[src/rtl/target_q_max_stream_pkg.sv]
// Shared FP32 constants and elaboration helpers for the target-Q max/min stream.
package target_q_max_stream_pkg;

  localparam logic [31:0] FP_ZERO     = 32'h0000_0000;
  localparam int          FP_SIGN_BIT = 31;

  function automatic int clog2(input int v);
    int r;
    r = 0;
    for (int i = 0; i < 31; i++) begin
      if ((1 << i) < v) r = i + 1;
    end
    return r;
  endfunction

endpackage

[src/rtl/fp32_compare.sv]
// Combinational sign-magnitude compare of two non-NaN IEEE-754 singles; +0 and -0 are equal.
module fp32_compare
  import target_q_max_stream_pkg::*;
(
  input  logic [31:0] a,
  input  logic [31:0] b,
  output logic        a_gt_b,
  output logic        a_eq_b
);

  logic        a_s;
  logic        b_s;
  logic [30:0] a_m;
  logic [30:0] b_m;
  logic        both_zero;

  assign a_s       = a[FP_SIGN_BIT];
  assign b_s       = b[FP_SIGN_BIT];
  assign a_m       = a[30:0];
  assign b_m       = b[30:0];
  assign both_zero = (a_m == 31'd0) && (b_m == 31'd0);

  always_comb begin
    a_eq_b = both_zero || (a == b);
    a_gt_b = 1'b0;
    if (!both_zero) begin
      if (a_s != b_s) a_gt_b = !a_s;
      else if (!a_s)  a_gt_b = (a_m > b_m);
      else            a_gt_b = (a_m < b_m);
    end
  end

endmodule

[src/rtl/target_q_result_fifo.sv]
// Synchronous result FIFO with combinational head; push and pop may coincide even when full.
module target_q_result_fifo
  import target_q_max_stream_pkg::*;
#(
  parameter int WIDTH = 35,
  parameter int DEPTH = 4
) (
  input  logic             clk,
  input  logic             rst,
  input  logic             push,
  input  logic [WIDTH-1:0] push_data,
  input  logic             pop,
  output logic [WIDTH-1:0] head,
  output logic             valid,
  output logic             has_room
);

  localparam int AW = clog2(DEPTH);
  localparam int CW = AW + 1;

  logic [WIDTH-1:0] mem [DEPTH];
  logic [AW-1:0]    wr_ptr;
  logic [AW-1:0]    rd_ptr;
  logic [CW-1:0]    count;
  logic             do_pop;
  logic             do_push;

  assign valid    = (count != '0);
  assign has_room = (count < CW'(DEPTH));
  assign do_pop   = pop && valid;
  assign do_push  = push && (has_room || do_pop);
  assign head     = mem[rd_ptr];

  always_ff @(posedge clk or posedge rst) begin
    if (rst) begin
      wr_ptr <= '0;
      rd_ptr <= '0;
      count  <= '0;
    end else begin
      if (do_push) wr_ptr <= wr_ptr + AW'(1);
      if (do_pop)  rd_ptr <= rd_ptr + AW'(1);
      count <= count + CW'(do_push) - CW'(do_pop);
    end
  end

  always_ff @(posedge clk) begin
    if (do_push) mem[wr_ptr] <= push_data;
  end

endmodule

[src/rtl/target_q_max_stream.sv]
// Streams per-sample Q-values, keeps the running max (or min) and its action index,
// and queues one result per completed group behind valid/ready handshakes.
module target_q_max_stream
  import target_q_max_stream_pkg::*;
#(
  parameter int DATA_WIDTH            = 32,
  parameter int NUMBER_OF_OUTPUT_NODE = 3,
  parameter int INDEX_WIDTH           = 2,
  parameter int RESULT_FIFO_DEPTH     = 4,
  parameter int SELECT_MIN            = 0
) (
  input  logic                   clk,
  input  logic                   rst_n,
  input  logic                   i_valid,
  output logic                   o_ready,
  input  logic [DATA_WIDTH-1:0]  i_data,
  input  logic                   i_done,
  input  logic                   i_flush,
  output logic                   o_valid,
  input  logic                   i_ready,
  output logic [DATA_WIDTH-1:0]  o_data,
  output logic [INDEX_WIDTH-1:0] o_index,
  output logic                   o_terminal
);

  localparam int FW = DATA_WIDTH + INDEX_WIDTH + 1;
  localparam logic [INDEX_WIDTH-1:0] LAST = INDEX_WIDTH'(NUMBER_OF_OUTPUT_NODE - 1);

  logic                   rdy_en;
  logic [INDEX_WIDTH-1:0] cnt_p0;
  logic [DATA_WIDTH-1:0]  best_p0;
  logic [INDEX_WIDTH-1:0] best_idx_p0;
  logic                   term_p0;

  logic                   has_room;
  logic                   fifo_valid;
  logic [FW-1:0]          fifo_head;
  logic [FW-1:0]          push_data;
  logic                   accept;
  logic                   last_beat;
  logic                   wr_pend;
  logic                   a_gt_b;
  logic                   a_eq_b;
  logic                   better;
  logic [DATA_WIDTH-1:0]  cmp_a;
  logic [DATA_WIDTH-1:0]  cmp_b;
  logic [DATA_WIDTH-1:0]  cand_data;
  logic [INDEX_WIDTH-1:0] cand_idx;

  // For min selection the operands swap, so "better" is always a_gt_b of one comparator.
  assign cmp_a = (SELECT_MIN != 0) ? best_p0 : i_data;
  assign cmp_b = (SELECT_MIN != 0) ? i_data  : best_p0;

  fp32_compare u_cmp (
    .a      (cmp_a),
    .b      (cmp_b),
    .a_gt_b (a_gt_b),
    .a_eq_b (a_eq_b)
  );

  assign better    = a_gt_b && !a_eq_b;
  assign o_valid   = fifo_valid;
  assign o_ready   = rdy_en && (has_room || (fifo_valid && i_ready));
  assign accept    = i_valid && o_ready && !i_flush;
  assign last_beat = (cnt_p0 == LAST);
  assign wr_pend   = accept && last_beat;
  assign cand_data = better ? i_data : best_p0;
  assign cand_idx  = better ? cnt_p0 : best_idx_p0;
  assign push_data = term_p0 ? {FP_ZERO[DATA_WIDTH-1:0], {INDEX_WIDTH{1'b0}}, 1'b1}
                             : {cand_data, cand_idx, 1'b0};

  // Stage p0: element counter and running best, updated on each accepted beat
  always_ff @(posedge clk or posedge rst_n) begin
    if (rst_n) begin
      rdy_en <= 1'b0;
      cnt_p0 <= '0;
    end else begin
      rdy_en <= 1'b1;
      if (i_flush)     cnt_p0 <= '0;
      else if (accept) cnt_p0 <= last_beat ? '0 : cnt_p0 + INDEX_WIDTH'(1);
    end
  end

  always_ff @(posedge clk) begin
    if (accept) begin
      if (cnt_p0 == '0) begin
        best_p0     <= i_data;
        best_idx_p0 <= '0;
        term_p0     <= i_done;
      end else if (better) begin
        best_p0     <= i_data;
        best_idx_p0 <= cnt_p0;
      end
    end
  end

  // Stage p1: completed group result queued for the downstream loss stage
  target_q_result_fifo #(
    .WIDTH (FW),
    .DEPTH (RESULT_FIFO_DEPTH)
  ) u_fifo (
    .clk       (clk),
    .rst       (rst_n),
    .push      (wr_pend),
    .push_data (push_data),
    .pop       (i_ready),
    .head      (fifo_head),
    .valid     (fifo_valid),
    .has_room  (has_room)
  );

  assign o_data     = fifo_valid ? fifo_head[FW-1 -: DATA_WIDTH]  : '0;
  assign o_index    = fifo_valid ? fifo_head[INDEX_WIDTH:1]       : '0;
  assign o_terminal = fifo_valid ? fifo_head[0]                   : 1'b0;

endmodule
[config.mk]
export PLATFORM = sky130hd
export DESIGN_NAME = target_q_max_stream
export DESIGN_NICKNAME = d
export VERILOG_FILES = /design/src/rtl/target_q_max_stream_pkg.sv /design/src/rtl/fp32_compare.sv /design/src/rtl/target_q_result_fifo.sv /design/src/rtl/target_q_max_stream.sv
export SDC_FILE = /design/constraint.sdc
export NUM_CORES = 1
export LEC_CHECK = 0
export BUFFER_PORTS_ARGS = -buffer_cell sky130_fd_sc_hd__buf_2
export CORE_MARGIN = 2
export CORE_UTILIZATION = 35
export DETAILED_ROUTE_END_ITERATION = 6
export PLACE_DENSITY = 0.56
export RECOVER_POWER = 25
export SETUP_SLACK_MARGIN = 0.02
export SYNTH_ARGS = -nofsm -noshare
export SYNTH_HDL_FRONTEND = slang
export SYNTH_SLANG_ARGS = --single-unit
[constraint.sdc]
create_clock -name clk -period 5.51 [get_ports clk]
set_clock_uncertainty 0.2 [all_clocks]
set_input_delay 0.2755 -clock clk [delete_from_list [all_inputs] [get_ports clk]]
set_output_delay 0.2755 -clock clk [all_outputs]
set_load 0.1 [all_outputs]
Word level (Yosys, flattened, before mapping)

Memories as Yosys holds them, arrays and structs flattened.
Cells that the tools add are included.

Add/sub/neg operators: 5
Order comparisons: 3
Equality and inequality tests: 3
Muxes and demuxes: 15
Reduce and logical (&&, ||, !) cells: 19

Operators by type and width:

| cell                  | number |
|---|---|
| $mux W32              | 3 |
| $logic_not A31 Y1     | 2 |
| $mux W35              | 1 |
| $eq A32 B32 Y1        | 1 |
| $gt A31 B31 Y1        | 1 |
| $lt A31 B31 Y1        | 1 |
| $mux W2               | 5 |
| $logic_and A1 B1 Y1   | 8 |
| $add A2 B1 Y2 const B | 3 |
| $mux W1               | 6 |
| $add A3 B1 Y3         | 1 |
| $logic_not A1 Y1      | 3 |
| $lt A3 B3 Y1 const B  | 1 |
| $reduce_bool A3 Y1    | 1 |
| $sub A3 B1 Y3         | 1 |
| $eq A2 B2 Y1 const B  | 1 |
| $logic_not A2 Y1      | 1 |
| $logic_or A1 B1 Y1    | 2 |
| $reduce_and A2 Y1     | 1 |
| $reduce_bool A2 Y1    | 1 |
| $ne A1 B1 Y1          | 1 |

Bits in registers: 45
Bits in writable memories: 140
Bits of input ports: 38
Output and inout bits: 37
Logic and storage cells: 54
Memories: 1

Memories:

| name       | depth | bits a word | rd ports | clocked after Yosys merged registers in | write ports | line                       | source |
|---|---|---|---|---|---|---|---|
| u_fifo.mem | 4     | 35          | 1        | 0                                       | 1           | target_q_result_fifo.sv:21 | `logic [WIDTH-1:0] mem [DEPTH];` |

Longest topological paths before layout

Gate-level depths: netlist of the first run.

Depth in word-level cells: 10
Gate-level depth with buffers: 11

Hierarchy

From an unflattened synthesis of the first run, not the netlist that was laid out.

Cell total of the unflattened synthesis: 612
Area, all modules: 8877.3 um2

By module, submodules not included:

| module               | times used | cells each | area an instance (um2) | sequential area each (um2) |
|---|---|---|---|---|
| target_q_result_fifo | 1          | 219        | 5520.3                 | 4379.2 |
| target_q_max_stream  | 1          | 253        | 2394.8                 | 1126.1 |
| fp32_compare         | 1          | 140        | 962.2                  | 0.0 |

Worst setup path after synthesis of the first run

Ideal clock, no wire load.

Path kind: reg-to-reg
Start point: register u_fifo.count[2]
End point: memory u_fifo.mem[0][0] (enable)
Setup time: 395 ps
Data arrival time: 4480 ps
Required time: 4915 ps
Path slack: 435 ps
Stages on the path, launching flop included: 8
Path buffers: 1
Path through: dfrtp_1 nand2b_1 and2_1 nand2_1 nor2_1 and4_1 clkbuf_1 and2_1

Longest elaborated chain between the ends: 10

Ends and longest elaborated chain:

| item                                                                 | line                       | source |
|---|---|---|
| from (decl)                                                          | target_q_result_fifo.sv:24 | `logic [CW-1:0] count;` |
| from (signal assigned)                                               | target_q_result_fifo.sv:42 | `count <= count + CW'(do_push) - CW'(do_pop);` |
| parallel branches: the longest is 2 deep, another holds $lt A3 B3 Y1 | n/a                        |  |
| $logic_or A1 B1 Y1 *                                                 | target_q_max_stream.sv:63  | `assign o_ready = rdy_en && (has_room \|\| (fifo_valid && i_ready));` |
| $logic_and A1 B1 Y1 *                                                | target_q_max_stream.sv:63  |  |
| named net o_ready                                                    | target_q_max_stream.sv:15  | `output logic o_ready,` |
| $logic_and A1 B1 Y1 * (2 in series)                                  | target_q_max_stream.sv:64  | `assign accept = i_valid && o_ready && !i_flush;` |
| named net accept                                                     | target_q_max_stream.sv:39  | `logic accept;` |
| $logic_and A1 B1 Y1 *                                                | target_q_max_stream.sv:66  | `assign wr_pend = accept && last_beat;` |
| $logic_and A1 B1 Y1 *                                                | target_q_result_fifo.sv:31 | `assign do_push = push && (has_room \|\| do_pop);` |
| named net u_fifo.do_push                                             | target_q_result_fifo.sv:26 | `logic do_push;` |
| $mux W1 *                                                            | target_q_result_fifo.sv:47 | `if (do_push) mem[wr_ptr] <= push_data;` |
| $mux W1 (implied by the code) *                                      | target_q_result_fifo.sv:47 |  |
| to (decl)                                                            | target_q_result_fifo.sv:21 |  |

Mark *: on every way through the listed nets, which the timed path passes.

Worst setup path in the final report of the first run

Start point: register best_p0[29]
End point: memory u_fifo.mem[3][28], data pin

Longest elaborated chain between the ends: 7

Ends and longest elaborated chain:

| item                                                  | line                                          | source |
|---|---|---|
| from (decl)                                           | target_q_max_stream.sv:31                     | `logic [DATA_WIDTH-1:0] best_p0;` |
| from (signal assigned)                                | target_q_max_stream.sv:87                     | `best_p0 <= i_data;` |
| from (signal assigned)                                | target_q_max_stream.sv:91                     | `best_p0 <= i_data;` |
| $gt A31 B31 Y1, or another cell as far along          | fp32_compare.sv:28                            | `else if (!a_s) a_gt_b = (a_m > b_m);` |
| $mux W1 / $logic_and A1 B1 Y1 (equally long branches) | fp32_compare.sv:28, fp32_compare.sv:21        |  |
| $mux W1 / $logic_or A1 B1 Y1 (equally long branches)  | fp32_compare.sv:27, fp32_compare.sv:24        |  |
| $mux W1 / $logic_not A1 Y1 (equally long branches)    | fp32_compare.sv:26, target_q_max_stream.sv:61 |  |
| $logic_and A1 B1 Y1 *                                 | target_q_max_stream.sv:61                     | `assign better = a_gt_b && !a_eq_b;` |
| $mux W32 *                                            | n/a                                           |  |
| $mux W35 *                                            | target_q_max_stream.sv:69                     | `assign push_data = term_p0 ? {FP_ZERO[DATA_WIDTH-1:0], {INDEX_WIDTH{1'b0}}, 1'b1}` |
| named net push_data[28]                               | target_q_max_stream.sv:38                     | `logic [FW-1:0] push_data;` |

The timed path passes the listed nets; every way through them passes the cells marked *.

==> results of run 1 <==
-- placed cells by master (no fill, tap or decap), drive strengths merged, types with 2 or more instances in the layout --
cell type / count
inv: 46
edfxtp: 175
mux2: 31
nor4: 17
xnor2: 3
a211oi: 2
nand4: 10
and2: 41
ha: 37
nor3: 6
mux4: 35
o22a: 2
clkinv: 5
nand2: 10
dfrtp: 10
a21o: 2
nor2: 7
or3: 2
o21ai: 4
buf: 64
clkinvlp: 3
or2b: 2
clkbuf: 39
xor2: 2
a21oi: 12
nand2b: 65
a221oi: 2
mux2i: 33
nand3: 4
dlygate4sd3: 5
nor2b: 2
o21a: 2
-- power by group --
part           switching, W  total, W  internal, W
Combinational       0.00171   0.00222     0.000513
Clock              0.000563   0.00121     0.000643
Sequential        0.0000682   0.00166      0.00159
-- registers in the layout, summed over array words and instances (netlist names) --
signal	count
u_fifo.mem	140
u_fifo.count	3
best_p0	32
best_idx_p0	2
rdy_en	1
u_fifo.wr_ptr	2
term_p0	1
cnt_p0	2
u_fifo.rd_ptr	2
-- worst register-to-register path, cell delays in order, from the launching register on --
cell      delay [ps]
edfxtp_1         450
inv_1             70
ha_1             310
nand4_1          150
nor4_1           420
o41ai_1          200
a211oi_1         590
or2_2            610
buf_4            440
mux2i_1          410
-- layout make-up --
| type | instances | area (um^2) |
|---|---|---|
| inverters | 40 | 150 |
| clock inverters | 15 | 163 |
| fillers | 2378 | 15400 |
| diodes | 1 | 2.50 |
| well taps | 335 | 419 |
| repair buffers | 91 | 470 |
| clock buffers | 17 | 425 |
| flip-flops and latches | 185 | 5510 |
| multi-input cells | 346 | 3270 |
-- metrics by stage --
step / hold slack (ps) / setup slack [ps] / utilization, % / power (W)
floorplan: -84.3 / 435 / - / 0.00359
global placement: 61.5 / 1620 / 38.1 / 0.00394
detailed placement: 75.4 / 1450 / 38.1 / 0.00396
CTS: 6.32 / 1450 / 40.5 / 0.00517
global route: 13.8 / 1170 / 40.4 / 0.00528
finish: 19.7 / 1460 / 40.4 / 0.00509
-- logic make-up (layout without fill, tap and decap cells) --
group           count (synthesis)  after routing  share of synthesized area, %
compound gates                 30             30                          2.13
flops                         185            185                          60.5
xor+xnor                        5              5                         0.481
fa+ha+maj                      38             38                          5.31
mux                            99             99                          16.1
simple gates                  173            173                          11.8
buf+inv                        68            163                          3.67
other cells                     1              2                        0.0412
-- layer usage --
| metal | vias to the layer above | share of wire, % |
|---|---|---|
| li1 | 2423 | - |
| met1 | 2694 | 45 |
| met2 | 85 | 51 |
| met3 | 14 | 3.5 |
| met4 | 2 | 0.70 |
| met5 | - | 0.065 |
-- timing repair --
action                    in CTS  in global routing
hold buffers                   5                  0
hold endpoints to repair      16                  0
setup buffers                  0                  0
-- final timing paths --
| kind | startpoint | endpoint | slack (ps) | cells after the start |
|---|---|---|---|---|
| setup / recovery | best_p0[29]$_DFFE_PP_ | u_fifo.mem[3][28]$_DFFE_PP_ | 1460 | 9 |
| hold / removal | i_data[3] | best_p0[3]$_DFFE_PP_ | 20 | 2 |
| setup reg to reg | best_p0[29]$_DFFE_PP_ | u_fifo.mem[3][28]$_DFFE_PP_ | 1460 | 9 |
| hold reg to reg | best_idx_p0[1]$_SDFFCE_PP0P_ | best_idx_p0[1]$_SDFFCE_PP0P_ | 400 | 1 |
| max in group asynchronous | rst_n | u_fifo.rd_ptr[0]$_DFFE_PP0P_ | 4630 | 3 |
| min in group asynchronous | rst_n | u_fifo.count[2]$_DFF_PP0_ | 170 | 3 |
==> impl_metrics.toml, run 1 <==
[grt]
use_met1_pct = 19.3
antenna_found_initial = 3
grt_busiest_layer = "met2"
use_met3_pct = 3.60
grt_pass1_wl_um = 30600
grt_pass1_vias = 5371
grtUsageTotal_pct = 15.2
grt-ovfl-total = 0
grt_max_degree = 72
grt_use_met2_pct = 25.9

[logic_synthesis]
yosys-top-cells-area = "edfxtp_1 (58%), mux4_2 (8.7%), ha_1 (5.1%), nand2b_1 (4.5%), mux2i_1 (3.6%)"
avgSynthCellArea_um2 = 15.2
synth_top_flop_cell = "edfxtp_1"
synth_area_mm2 = 0.00910
syn_nets = 675
ys_seq_elements = 185
synth_warnings = 0
synthTopCellsByCount = "edfxtp_1 (175), nand2b_1 (65), and2_1 (41)"
synth_enable_flop_cells = 175
synth_cell_types = 48
synth_top_area_cell = "edfxtp_1"
synthMostInstantiatedCell = "edfxtp_1"
yosysSeqAreaShare_pct = 60.5
ys_async_sr_fraction_pct = 5.41
netlist.area_leader.share_pct = 57.7
netlist_instances = 599

[cts]
cts_max_level = 4
cts-root-buf = "clkbuf_16"
clk_latency_ps = 430
cts_resized = 0
clock_sinks = 185
numCtsBuffers = 17
cts.path.max_buffers = 2
clk_pin_slew_ps = 70
tritoncts = "built"

[critical_path]
arrival_ps = 4060
crit_chain = "inv_1 -> ha_1 -> nand4_1 -> nor4_1 -> o41ai_1 -> a211oi_1 -> or2_2 -> buf_4 -> mux2i_1"
critical_path_class = "reg2reg"
cp_max_fo = 19
crit_buf_inv = 2
cpMaxStageDelayCell = "or2_2"
slowest_delay_ps = 610
crit_family = "simple AND/OR/NAND/NOR gates"
required_ps = 5520
critPathLaunchType = "flop"
endpoint_kind = "flop"

[detailed_routing]
drt_iter0_markers = 380
drc = 0
finalWirelength_um = 20000
dr.pass1.iters = 4
final_antenna_net_count = 0
viasPerCell = 5.07
vias = 5218
routedWlPerCell_um = 19.5

[floorplan]
initial_core_util_pct = 35.3
dieHeight_um = 165
row_count = 59
boundaryPins = 75
die_w_um = 165
dieArea_mm2 = 0.0273
core-area_mm2 = 0.0258

[sta]
rsz0062_at_grt = "false"
final_max_slew_viol_count = 72
setup_violations = 0
setup_tns_ps = 0
slew_headroom_pct = -54.3
fmax_ghz = 0.247
hold_viol = 0
worstMarginPinSlew_ps = 2310
period_needed_ps = 4050
fin_crit_sh_pct = 73.5

[placed_design]
dpl_cell_area_mm2 = 0.00981
dp_cells = 992
dp_hpwl_um = 13800
gp_congestion = 0.828
port_buffers = 74

[run_status]
run_status = "finished with violations"
violations = "max-capacitance violations, max-slew violations"

[finish]
area_delta_synth_final_pct = 14.3
fin_area_mm2 = 0.0104
finalNonFillerCells = 1030
drive_gt1_share_pct = 24.2
final_nets = 757

[power_and_ir_drop]
pwr_density_cell_mw_per_mm2 = 489
peakVddDrop_mv = 0.315
p_leak_nw = 3.75

[job]
maxCapViolCount = 1

[hold_path]
worstHoldPathType = "in2reg"
(Power assumes the default switching activity.)
==> run 2, diff against run 1 <==
Settings changed: PLACE_DENSITY 0.56 to 0.58.
Clock period 5.51 ns to 3.51 ns, I/O delays scaled along.
==> run 2 against run 1 <==
The run now ends clean. Routed wire length up 1.4%. First-iteration DRC count shrank 14%. Sequential power increased by 57%. Setup slack got worse by 1300 ps. Critical path depth is 1 higher. Combinational power up 62%. Cell area increased by 4.7%. Utilization is 1.9 points higher. Clock-buffer cell count unchanged. Flip-flop and latch count stayed put. Worst hold slack improved by 22 ps. Largest cell class unchanged. Largest power group unchanged.
==> impl_metrics.toml, run 2 (synthesis gave the netlist of run 1 again) <==
[critical_path]
r2r-start = "best_p0[17]$_DFFE_PP_"
required_ps = 3490
crit_start = "i_data[4]"
arrival_ps = 3320
endpoint_kind = "flop"
critPathLaunchType = "input port"
critical_path_class = "in2reg"
cp_max_fo = 9
r2r_slack_ps = 180

[detailed_routing]
final_antenna_net_count = 0
drc = 0
vias = 5285
finalWirelength_um = 20300
routedWlPerCell_um = 19.0
drt_iter0_markers = 325
dr.pass1.iters = 4
viasPerCell = 4.95

[sta]
timing.hold.ws_ps = 42.2
fmax_ghz = 0.299
setup_violations = 0
slew_headroom_pct = 3.99
final_max_slew_viol_count = 0
setup_tns_ps = 0
fin_crit_sh_pct = 95.2
period_needed_ps = 3340
hold_viol = 0
worstMarginPinSlew_ps = 1440
rsz0062_at_grt = "false"

[finish]
final_cell_mix = "edfxtp_1 (175), buf_2 (70), nand2b_1 (65)"
drive_gt1_share_pct = 26.9
largest-register = "u_fifo.mem"
largestRegisters = "u_fifo.mem: 140 flops, best_p0: 32 flops, u_fifo.count: 3 flops"
fill_cells = 2342
area_delta_synth_final_pct = 19.7
final_nets = 797
fin_area_mm2 = 0.0109
largest_reg_flops = 140
num_antenna_cells = 0
layout_commonest_cell = "edfxtp_1"

[cts]
clk_latency_ps = 430
cts-root-buf = "clkbuf_16"
cts_max_level = 4
clock_sinks = 185
tritoncts = "built"
clk_pin_slew_ps = 70
numCtsBuffers = 17
cts_setup_buffers = 0
cts.path.max_buffers = 2

[floorplan]
dieHeight_um = 165
initial_core_util_pct = 35.3
row_count = 59
core-area_mm2 = 0.0258
dieArea_mm2 = 0.0273
die_w_um = 165
boundaryPins = 75

[grt]
antenna_found_initial = 0
grtUsageTotal_pct = 15.7
grt_pass1_wl_um = 31700
grt-ovfl-total = 0
grt_pass1_vias = 5638
grt_max_degree = 43

[placed_design]
dp_hpwl_um = 14100
port_buffers = 74
gp_congestion = 0.827
dpl_cell_area_mm2 = 0.00998

[hold_path]
worstHoldPathType = "in2reg"
worstHoldStart = "i_valid"

[power_and_ir_drop]
pwr_density_cell_mw_per_mm2 = 735
peakVddDrop_mv = 0.516
p_leak_nw = 4.01

[job]
maxCapViolCount = 0

[run_status]
run_status = "completed"
==> run 2: cell types whose count changed in the layout (fill, tap and decap cells not counted), moves of 3 or more <==
cell | before | now
dlygate4sd3_1 | 5 | 37
clkbuf_1 | 22 | 4
buf_2 | 57 | 70
buf_12 | 0 | 8
clkinv_2 | 1 | 5
inv_8 | 4 | 0
clkinvlp_4 | 3 | 0
inv_6 | 2 | 5
==> run 2: layer usage <==
metal	wire [um]	global-route usage, %
met5	0	0
met2	10300	27.5
met3	545	2.27
met4	361	4.58
met1	9090	20.2
==> run 2: through the flow <==
stage	total power [W]	setup WS (ps)	utilization, %	cells
after floorplan	0.00564	111	-	599
final	0.00801	170	42.3	1068
after global routing	0.00833	42.3	42.3	1068
after detailed placement	0.00627	-12.9	38.8	1000
after CTS	0.00810	145	42.4	1068
after global placement	0.00624	81.9	38.8	1000
==> run 2: worst paths after layout <==
path / to / cells past startpoint
setup / recovery: best_p0[5]$_DFFE_PP_ / 10
hold reg to reg: u_fifo.rd_ptr[1]$_DFFE_PP0P_ / 1
hold / removal: cnt_p0[0]$_DFFE_PP0P_ / 4
setup reg to reg: best_p0[5]$_DFFE_PP_ / 8
min in group asynchronous: cnt_p0[0]$_DFFE_PP0P_ / 3
max in group asynchronous: u_fifo.rd_ptr[0]$_DFFE_PP0P_ / 3
==> run 2: where the power goes <==
group,switching (W),total (W),leakage [nW],internal (W)
sequential,0.000108,0.00261,1.71,0.00250
clock,0.000833,0.00181,0.276,0.000978
combinational,0.00269,0.00359,2.02,0.000902
==> run 2: repair_timing <==
action,4_1_cts,5_1_grt
hold buffers,37,0
setup endpoints to repair,125,163
pin swaps,0,1
hold endpoints to repair,48,0
gates resized for setup,2,2
==> run 2: final cells by class <==
| class | instances | area (um^2) | area share, % |
|---|---|---|---|
| inverters | 40 | 150 | 1.38 |
| clock buffers | 17 | 425 | 3.90 |
| well taps | 335 | 419 | 3.85 |
| multi-input cells | 346 | 3300 | 30.3 |
| clock inverters | 14 | 120 | 1.10 |
| repair buffers | 131 | 977 | 8.97 |
| flip-flops and latches | 185 | 5510 | 50.5 |
==> run 2: critical path, cell delays in order <==
cell and delay [ps]:
dlygate4sd3_1 530, buf_2 150, nor4_1 560, nand4_1 180, or4_4 590, nand2_2 90, and4b_4 220, nor3_4 230
buf_4 240, mux2_2 350
